**src/rtl/regfile_writeback_queue_if.sv**
```systemverilog
// Producer requests, register-file write port and forwarding taps of the write-back queue.
// master = producer/register-file side, slave = the queue itself.
interface regfile_writeback_queue_if #(
  parameter int DATA_WIDTH = 16,
  parameter int ADDR_WIDTH = 3,
  parameter int DEPTH      = 4
);
  logic                    mem_valid;
  logic [ADDR_WIDTH-1:0]   mem_dest;
  logic [DATA_WIDTH-1:0]   mem_result;
  logic                    alu_valid;
  logic [ADDR_WIDTH-1:0]   alu_dest;
  logic [DATA_WIDTH-1:0]   alu_result;
  logic                    stall;

  logic [ADDR_WIDTH-1:0]   RW;
  logic [DATA_WIDTH-1:0]   BusW;
  logic                    sig_enable_write;

  logic [ADDR_WIDTH-1:0]   RA;
  logic [ADDR_WIDTH-1:0]   RB;
  logic                    fwdA_hit;
  logic                    fwdB_hit;
  logic [DATA_WIDTH-1:0]   fwdA_data;
  logic [DATA_WIDTH-1:0]   fwdB_data;

  logic [$clog2(DEPTH):0]  count;

  modport master (
    output mem_valid, mem_dest, mem_result,
    output alu_valid, alu_dest, alu_result,
    output RA, RB,
    input  stall, RW, BusW, sig_enable_write,
    input  fwdA_hit, fwdB_hit, fwdA_data, fwdB_data, count
  );

  modport slave (
    input  mem_valid, mem_dest, mem_result,
    input  alu_valid, alu_dest, alu_result,
    input  RA, RB,
    output stall, RW, BusW, sig_enable_write,
    output fwdA_hit, fwdB_hit, fwdA_data, fwdB_data, count
  );
endinterface

```
**src/rtl/regfile_writeback_queue.sv**
```systemverilog
// In-order write-back buffer driving the single register-file write port, with forwarding of pending writes.
// Empty-queue latency: accepted at edge E, on RW/BusW after E+1; stall refuses all of a cycle's requests when space is short.
module regfile_writeback_queue #(
  parameter int DATA_WIDTH = 16,
  parameter int ADDR_WIDTH = 3,
  parameter int DEPTH      = 4
) (
  input  logic                      clock,
  input  logic                      reset,
  regfile_writeback_queue_if.slave  bus
);
  localparam int PW = $clog2(DEPTH);
  localparam int CW = PW + 1;
  localparam logic [CW-1:0] DEPTH_C = CW'(DEPTH);

  typedef struct packed {
    logic [ADDR_WIDTH-1:0] dest;
    logic [DATA_WIDTH-1:0] data;
  } entry_t;

  entry_t          entries [DEPTH];
  logic [PW-1:0]   head;
  logic [PW-1:0]   tail;
  logic [PW-1:0]   alu_slot;
  logic [CW-1:0]   count_q;
  logic [CW-1:0]   free_slots;
  logic [CW-1:0]   push_n;
  logic [1:0]      need;
  logic            accept;
  logic            pop;
  entry_t          mem_entry;
  entry_t          alu_entry;
  entry_t          port_q;
  logic            port_vld;
  logic [DATA_WIDTH:0] fwd_a;
  logic [DATA_WIDTH:0] fwd_b;

  // Admission: all-or-nothing, and a same-cycle pop earns no credit.
  always_comb begin
    need       = {1'b0, bus.mem_valid} + {1'b0, bus.alu_valid};
    free_slots = DEPTH_C - count_q;
    bus.stall  = CW'(need) > free_slots;
    accept     = !bus.stall;
    push_n     = accept ? CW'(need) : '0;
    pop        = count_q != '0;
    alu_slot   = tail + PW'(bus.mem_valid);
    mem_entry  = '{dest: bus.mem_dest, data: bus.mem_result};
    alu_entry  = '{dest: bus.alu_dest, data: bus.alu_result};
  end

  always_ff @(posedge clock or negedge reset) begin
    if (!reset) begin
      head     <= '0;
      tail     <= '0;
      count_q  <= '0;
      port_q   <= '0;
      port_vld <= 1'b0;
    end else begin
      if (accept) begin
        tail <= tail + PW'(need);
      end
      if (pop) begin
        head   <= head + PW'(1);
        port_q <= entries[head];
      end
      port_vld <= pop;
      count_q  <= count_q + push_n - CW'(pop);
    end
  end

  // Storage needs no reset: occupancy is tracked solely by count_q.
  always_ff @(posedge clock) begin
    if (accept) begin
      if (bus.mem_valid) begin
        entries[tail] <= mem_entry;
      end
      if (bus.alu_valid) begin
        entries[alu_slot] <= alu_entry;
      end
    end
  end

  // Scan oldest to newest so the youngest matching write overrides older ones.
  function automatic logic [DATA_WIDTH:0] lookup(input logic [ADDR_WIDTH-1:0] addr);
    logic                  hit;
    logic [DATA_WIDTH-1:0] data;
    logic [PW-1:0]         idx;
    hit  = port_vld && (port_q.dest == addr);
    data = hit ? port_q.data : '0;
    for (int k = 0; k < DEPTH; k++) begin
      idx = head + PW'(k);
      if ((CW'(k) < count_q) && (entries[idx].dest == addr)) begin
        hit  = 1'b1;
        data = entries[idx].data;
      end
    end
    return {hit, data};
  endfunction

  always_comb begin
    fwd_a         = lookup(bus.RA);
    fwd_b         = lookup(bus.RB);
    bus.fwdA_hit  = fwd_a[DATA_WIDTH];
    bus.fwdA_data = fwd_a[DATA_WIDTH-1:0];
    bus.fwdB_hit  = fwd_b[DATA_WIDTH];
    bus.fwdB_data = fwd_b[DATA_WIDTH-1:0];
  end

  assign bus.RW               = port_q.dest;
  assign bus.BusW             = port_q.data;
  assign bus.sig_enable_write = port_vld;
  assign bus.count            = count_q;

endmodule
```
**src/flat_wrapper.sv**
```systemverilog
// flat-port wrapper written by rule: the top's interface ports become plain ports
module regfile_writeback_queue_flat 
#(
  parameter int DATA_WIDTH = 16,
  parameter int ADDR_WIDTH = 3,
  parameter int DEPTH      = 4
)
  (clock, reset, bus_mem_valid, bus_mem_dest, bus_mem_result, bus_alu_valid, bus_alu_dest, bus_alu_result, bus_RA, bus_RB, bus_stall, bus_RW, bus_BusW, bus_sig_enable_write, bus_fwdA_hit, bus_fwdB_hit, bus_fwdA_data, bus_fwdB_data, bus_count);
  regfile_writeback_queue_if #(.DATA_WIDTH(DATA_WIDTH), .ADDR_WIDTH(ADDR_WIDTH), .DEPTH(DEPTH)) bus_i ();
  input  logic clock;
  input  logic reset;
  input wire logic [$bits(bus_i.mem_valid)-1:0] bus_mem_valid;
  input wire logic [$bits(bus_i.mem_dest)-1:0] bus_mem_dest;
  input wire logic [$bits(bus_i.mem_result)-1:0] bus_mem_result;
  input wire logic [$bits(bus_i.alu_valid)-1:0] bus_alu_valid;
  input wire logic [$bits(bus_i.alu_dest)-1:0] bus_alu_dest;
  input wire logic [$bits(bus_i.alu_result)-1:0] bus_alu_result;
  input wire logic [$bits(bus_i.RA)-1:0] bus_RA;
  input wire logic [$bits(bus_i.RB)-1:0] bus_RB;
  output wire logic [$bits(bus_i.stall)-1:0] bus_stall;
  output wire logic [$bits(bus_i.RW)-1:0] bus_RW;
  output wire logic [$bits(bus_i.BusW)-1:0] bus_BusW;
  output wire logic [$bits(bus_i.sig_enable_write)-1:0] bus_sig_enable_write;
  output wire logic [$bits(bus_i.fwdA_hit)-1:0] bus_fwdA_hit;
  output wire logic [$bits(bus_i.fwdB_hit)-1:0] bus_fwdB_hit;
  output wire logic [$bits(bus_i.fwdA_data)-1:0] bus_fwdA_data;
  output wire logic [$bits(bus_i.fwdB_data)-1:0] bus_fwdB_data;
  output wire logic [$bits(bus_i.count)-1:0] bus_count;
  assign bus_i.mem_valid = bus_mem_valid;
  assign bus_i.mem_dest = bus_mem_dest;
  assign bus_i.mem_result = bus_mem_result;
  assign bus_i.alu_valid = bus_alu_valid;
  assign bus_i.alu_dest = bus_alu_dest;
  assign bus_i.alu_result = bus_alu_result;
  assign bus_i.RA = bus_RA;
  assign bus_i.RB = bus_RB;
  assign bus_stall = bus_i.stall;
  assign bus_RW = bus_i.RW;
  assign bus_BusW = bus_i.BusW;
  assign bus_sig_enable_write = bus_i.sig_enable_write;
  assign bus_fwdA_hit = bus_i.fwdA_hit;
  assign bus_fwdB_hit = bus_i.fwdB_hit;
  assign bus_fwdA_data = bus_i.fwdA_data;
  assign bus_fwdB_data = bus_i.fwdB_data;
  assign bus_count = bus_i.count;
  regfile_writeback_queue #(.DATA_WIDTH(DATA_WIDTH), .ADDR_WIDTH(ADDR_WIDTH), .DEPTH(DEPTH)) u_core (.clock(clock), .reset(reset), .bus(bus_i));
endmodule
```
**config.mk**
```make
export PLATFORM = sky130hd
export DESIGN_NAME = regfile_writeback_queue_flat
export DESIGN_NICKNAME = d
export VERILOG_FILES = /design/src/rtl/regfile_writeback_queue_if.sv /design/src/rtl/regfile_writeback_queue.sv /design/src/flat_wrapper.sv
export SDC_FILE = /design/constraint.sdc
export NUM_CORES = 1
export LEC_CHECK = 0
export ABC_AREA = 1
export CORE_UTILIZATION = 52
export DETAILED_ROUTE_END_ITERATION = 8
export GPL_TIMING_DRIVEN = 0
export PLACE_DENSITY = 0.75
export RECOVER_POWER = 100
export SLEW_MARGIN = 5
export SYNTH_ARGS = -nofsm -noshare
export SYNTH_HDL_FRONTEND = slang
export SYNTH_SLANG_ARGS = --single-unit
```
**constraint.sdc**
```tcl
create_clock -name clock -period 4.6 [get_ports clock]
set_clock_uncertainty 0.1 [all_clocks]
set_input_delay 0.92 -clock clock [delete_from_list [all_inputs] [get_ports clock]]
set_output_delay 0.92 -clock clock [all_outputs]
set_load 0.01 [all_outputs]
```
Word level (Yosys, flattened, before mapping)
Memories as Yosys holds them, arrays and structs flattened.
Cells that the tools add are included.
- bits in registers: 27
- bits in latches: 0
- RAM bits: 76
- memory bits (read-only): 0
- input port bits: 48
- output and inout port bits: 58
- logic and storage cells: 67
- memories: 1
- memory list (memory ; depth ; width ; read ports ; clocked after memory_dff ; write ports ; RTL line ; source):
    u_core.entries ; 4 ; 19 ; 4 ; 0 ; 2 ; regfile_writeback_queue.sv:21 ; entry_t entries [DEPTH];
- add/subtract/negate cells: 9
- multipliers: 0
- divide/modulo/power cells: 0
- magnitude comparators: 5
- equal/unequal tests: 10
- shifts and indexed selects: 0
- muxes and demuxes: 25
- bitwise operators: 0
- reduce and logical (&&, ||, !) cells: 11
- operators by type and width (cell ; count):
    two-way mux 16 bit ; 10
    == test 3 bit ; 10
    two-way mux 1 bit ; 14
    logical AND 1 bit ; 10
    less-than comparator 1 x 3 -> 1 bit (first input constant) ; 2
    less-than comparator 2 x 3 -> 1 bit (first input constant) ; 2
    adder 2 bit (second input constant) ; 2
    adder 3 bit ; 1
    greater-than comparator 2 x 3 -> 1 bit ; 1
    nonzero test 3 bit ; 1
    subtractor 3 x 1 -> 3 bit ; 1
    subtractor 3 bit (first input constant) ; 1
    adder 1 x 1 -> 2 bit ; 1
    adder 2 x 1 -> 2 bit ; 1
    adder 2 x 1 -> 2 bit (second input constant) ; 1
    adder 2 bit ; 1
    two-way mux 2 bit ; 1

Depth between registers and ports, before layout
Gate-level depths: netlist of run 1.
- depth after elaboration: 7
- depth in mapped cells: 17
- depth with buffers taken out: 14

Worst setup path after synthesis of run 1
Ideal clock, no wire load.
- kind: input -> register
- from: input port bus_alu_valid
- to: memory u_core.entries[0][0] (netlist bit) (enable)
- library setup time: 421 ps
- arrival: 3448 ps
- required time: 4079 ps
- setup slack: 631 ps
- stages: 9
- buffers on the path: 1
- path through: ha_1 > inv_1 > ha_1 > nand2_1 > and3_1 > clkbuf_1 > nor2_1 > nand2_1 > o21ai_0
- RTL lines (item ; RTL line ; source):
    start, declared ; flat_wrapper.sv:15 ; input wire logic [$bits(bus_i.alu_valid)-1:0] bus_alu_valid;
    end, declared ; regfile_writeback_queue.sv:21 ;

Worst setup path in the final report of run 1
- from: input port bus_RA[1]
- to: output port bus_fwdA_data[6]
- cells in the longest elaborated chain, start to end: 7
- elaborated cells on any way between the ends: 15
- those cells by class: eq/ne: 5; mux: 5; reduce/logical: 5
- RTL lines (item ; RTL line ; source):
    start, declared ; flat_wrapper.sv:18 ; input wire logic [$bits(bus_i.RA)-1:0] bus_RA;
    == test 3 bit ; regfile_writeback_queue.sv:88 ; hit = port_vld && (port_q.dest == addr);
    logical AND 1 bit ; regfile_writeback_queue.sv:88 ;
    two-way mux 16 bit ; regfile_writeback_queue.sv:89 ; data = hit ? port_q.data : '0;
    two-way mux 16 bit (3 in series) ; regfile_writeback_queue.sv:92 ; if ((CW'(k) < count_q) && (entries[idx].dest == addr)) begin
    two-way mux 16 bit (*) ; regfile_writeback_queue.sv:92 ;
    end, declared ; flat_wrapper.sv:26 ; output wire logic [$bits(bus_i.fwdA_data)-1:0] bus_fwdA_data;
Every way passes the cells marked *; elsewhere a longest branch is shown, timed or not.

==> impl_metrics.json, run 1 <==
{
  "grt_max_degree": 28,
  "endpoint_kind": "output port",
  "layout.nets": 1585,
  "synth_top_area_cell": "nand2_1",
  "syn_to_final_growth_pct": 17.5,
  "grt_first_pass_wirelength_um": 42600,
  "clock_latency_ns": 0.37,
  "synth_nets": 1468,
  "totalWireLength_um": 27000,
  "timing.final.crit_share": 0.968,
  "dr.pass1.iters": 5,
  "final_antenna_net_count": 0,
  "yosysTopAreaCellShare": 0.265,
  "fp.dieArea_mm2": 0.0180,
  "grt.overflow.total": 0,
  "finalSetupViolCount": 0,
  "syn_avg_cell_area_um2": 6.44,
  "cts.clk_slew.worst_paths_ns": 0.09,
  "htreeDepth": 3,
  "cts_tree": "done",
  "drive_above_1_share": 0.0817,
  "final.fill_count": 1625,
  "initial_core_util": 0.539,
  "clockRootBuffer": "clkbuf_16",
  "maxCapViolCount": 1,
  "crit_path_max_fanout": 10,
  "rows": 47,
  "start_kind": "input port",
  "chipWidth_um": 134,
  "wl_per_cell_um": 15.4,
  "numCtsBuffers": 9,
  "violations": "max-capacitance violations, max-slew violations",
  "finalHoldViolCount": 0,
  "ys_ff_latch": 103,
  "io_pins": 106,
  "clock-sinks": 103,
  "core-area_mm2": 0.0168,
  "max_slew_margin": -0.0792,
  "cts_buffer_depth": 2,
  "drtIter0Drc": 887,
  "post_synth_inst_count": 1409,
  "dp_slack_ns": -0.0564,
  "drcViolationCount": 0,
  "hp-class": "reg -> reg",
  "ys_seq_area_frac": 0.326,
  "synth_area_leaders": "nand2_1 26%, edfxtp_1 25%, o21ai_0 8.9%, nand3_1 8.4%, dfrtp_1 7.4%",
  "netlist_area_mm2": 0.00907,
  "post_cts_buffers": 0,
  "setup_ws_ns": 0.147,
  "grt_usage": 0.305,
  "rsz0062_at_grt": "false",
  "grt_pass1_vias": 8249,
  "status": "finished, violations left",
  "fmax_mhz": 225,
  "min_period_ns": 4.45,
  "synth.distinct_cells": 36,
  "die_height_um": 134,
  "cp.required_ns": 3.58,
  "viasPerCell": 5.26,
  "maxSlewViolCount": 28,
  "crit_arrival_ns": 3.43,
  "worstSetupPathType": "in -> out",
  "antenna_found_initial": 0,
  "hold_buffers": 0,
  "tightest_slew_ns": 1.62,
  "diodes": 0,
  "vias": 9208,
  "io_buffers": 103,
  "place_congestion": 0.930,
  "dpl.hpwl_um": 22000,
  "yosys_warnings": 0
}
logic make-up after synthesis:
kind of cell               share of synthesized area
DFF                                            0.326
muxes                                         0.0177
AOI/OAI and AO/OA                              0.104
buffers and inverters                          0.110
xor gates and xnor gates                      0.0116
adders and majority gates                     0.0160
and+or+nand+nor                                0.415
cell usage after synthesis, drive strengths merged:
cell type,n
nand2,662
fa,1
mux2i,16
dfrtp,27
xor2,8
inv,136
a22oi,1
nor2,31
nand4,2
ha,10
and2,1
o21bai,1
and3,1
o21ai,173
clkbuf,25
xnor2,4
buf,56
a21oi,5
edfxtp,76
nand3,171
o22ai,2
worst paths after layout:
| kind | startpoint | to | slack, ns | cells past startpoint |
|---|---|---|---|---|
| max in group asynchronous | reset | u_core.bus.BusW[9] | 2.60 | 1 |
| min reg2reg | u_core.bus.RW[0] | u_core.bus.RW[0] | 0.44 | 2 |
| max | bus_RA[1] | bus_fwdA_data[6] | 0.15 | 12 |
| min | u_core.bus.RW[0] | u_core.bus.RW[0] | 0.44 | 2 |
| min in group asynchronous | reset | u_core.bus.count[2] | 0.84 | 1 |
| max reg2reg | u_core.bus.count[0] | u_core.entries[3][14] | 0.95 | 13 |
layout make-up:
class                      count  area (um^2)  area share
tap                          220          275      0.0258
clock inverter                 6         75.1     0.00704
buffer                        80          464      0.0436
inverter                     136          518      0.0486
clock buffer                   9          225      0.0211
sequential                   103         2960       0.278
multi-input combinational   1089         5100       0.478
timing repair buffer         107         1040      0.0980
registers in the layout (all words and copies together) (netlist names):
signal	flops
u_core.entries	76
u_core.bus.count	3
u_core.bus.sig_enable_write	1
u_core.head	2
u_core.bus.RW	3
u_core.bus.BusW	16
u_core.tail	2
per-stage QoR:
step	setup TNS [ns]	hold slack [ns]	instance area, um^2	std cells	util
finish	0	0.444	10700	1750	0.634
global route	0	0.460	10700	1750	0.634
CTS	0	0.445	10800	1751	0.639
detailed placement	-0.202	0.426	10400	1736	0.621
global placement	-50.13	0.417	10400	1732	0.617
floorplan	0	0.450	9070	1409	-
cells in the final DEF (no fill, tap or decap), types with 7 or more instances in the layout:
master,synthesis,final
nand2_1,640,640
o21ai_0,162,164
nand3_1,153,158
inv_1,131,131
edfxtp_1,76,76
clkdlybuf4s50_1,0,67
dlygate4sd3_1,0,35
clkbuf_1,24,33
dfrtp_1,27,27
buf_2,26,20
nand2_2,17,17
nor2_1,17,16
mux2i_1,16,16
buf_6,16,15
nand3_2,18,13
nor2_4,10,10
ha_1,10,10
clkbuf_16,0,9
xor2_1,8,8
clkbuf_2,1,7
metal layers:
layer	part of all wire	vias to the layer above	track usage
met5	0	-	0
met4	0.020	0	0.0943
met3	0.063	26	0.0374
met2	0.43	375	0.477
met1	0.49	4078	0.441
li1	-	4729	-
critical path: stages:
cell             delay, ns
clkdlybuf4s50_1       0.49
inv_1                 0.22
o21ai_0               0.14
nor2_2                0.32
clkbuf_2              0.29
nand3_1               0.11
nand2_1               0.10
nand3_2               0.06
nand2_1               0.08
nand2_1               0.05
nand2_1               0.11
clkdlybuf4s50_1       0.55
repair_timing:
item | CTS | global route
setup endpoints to repair | 6 | 18
gates resized for setup | 1 | 3
endpoints found under the hold margin | 0 | 0
Power of run 1 is not shown: default switching activity piles up to over one toggle a cycle in this logic, so the estimate is an artifact.
==> run 2, diff against run 1 <==
Settings changed: SKIP_LAST_GASP set to 1.
==> results of run 2 <==
The final DEF is identical to that of run 1; final timing and power are the same.
Power of run 2 is left out for the same reason.
==> run 3, diff against run 2 <==
Settings changed: GPL_ROUTABILITY_DRIVEN set to 1.
==> results of run 3 <==
The final DEF is identical to that of run 1; final timing and power are the same.
Power of run 3 is left out for the same reason.
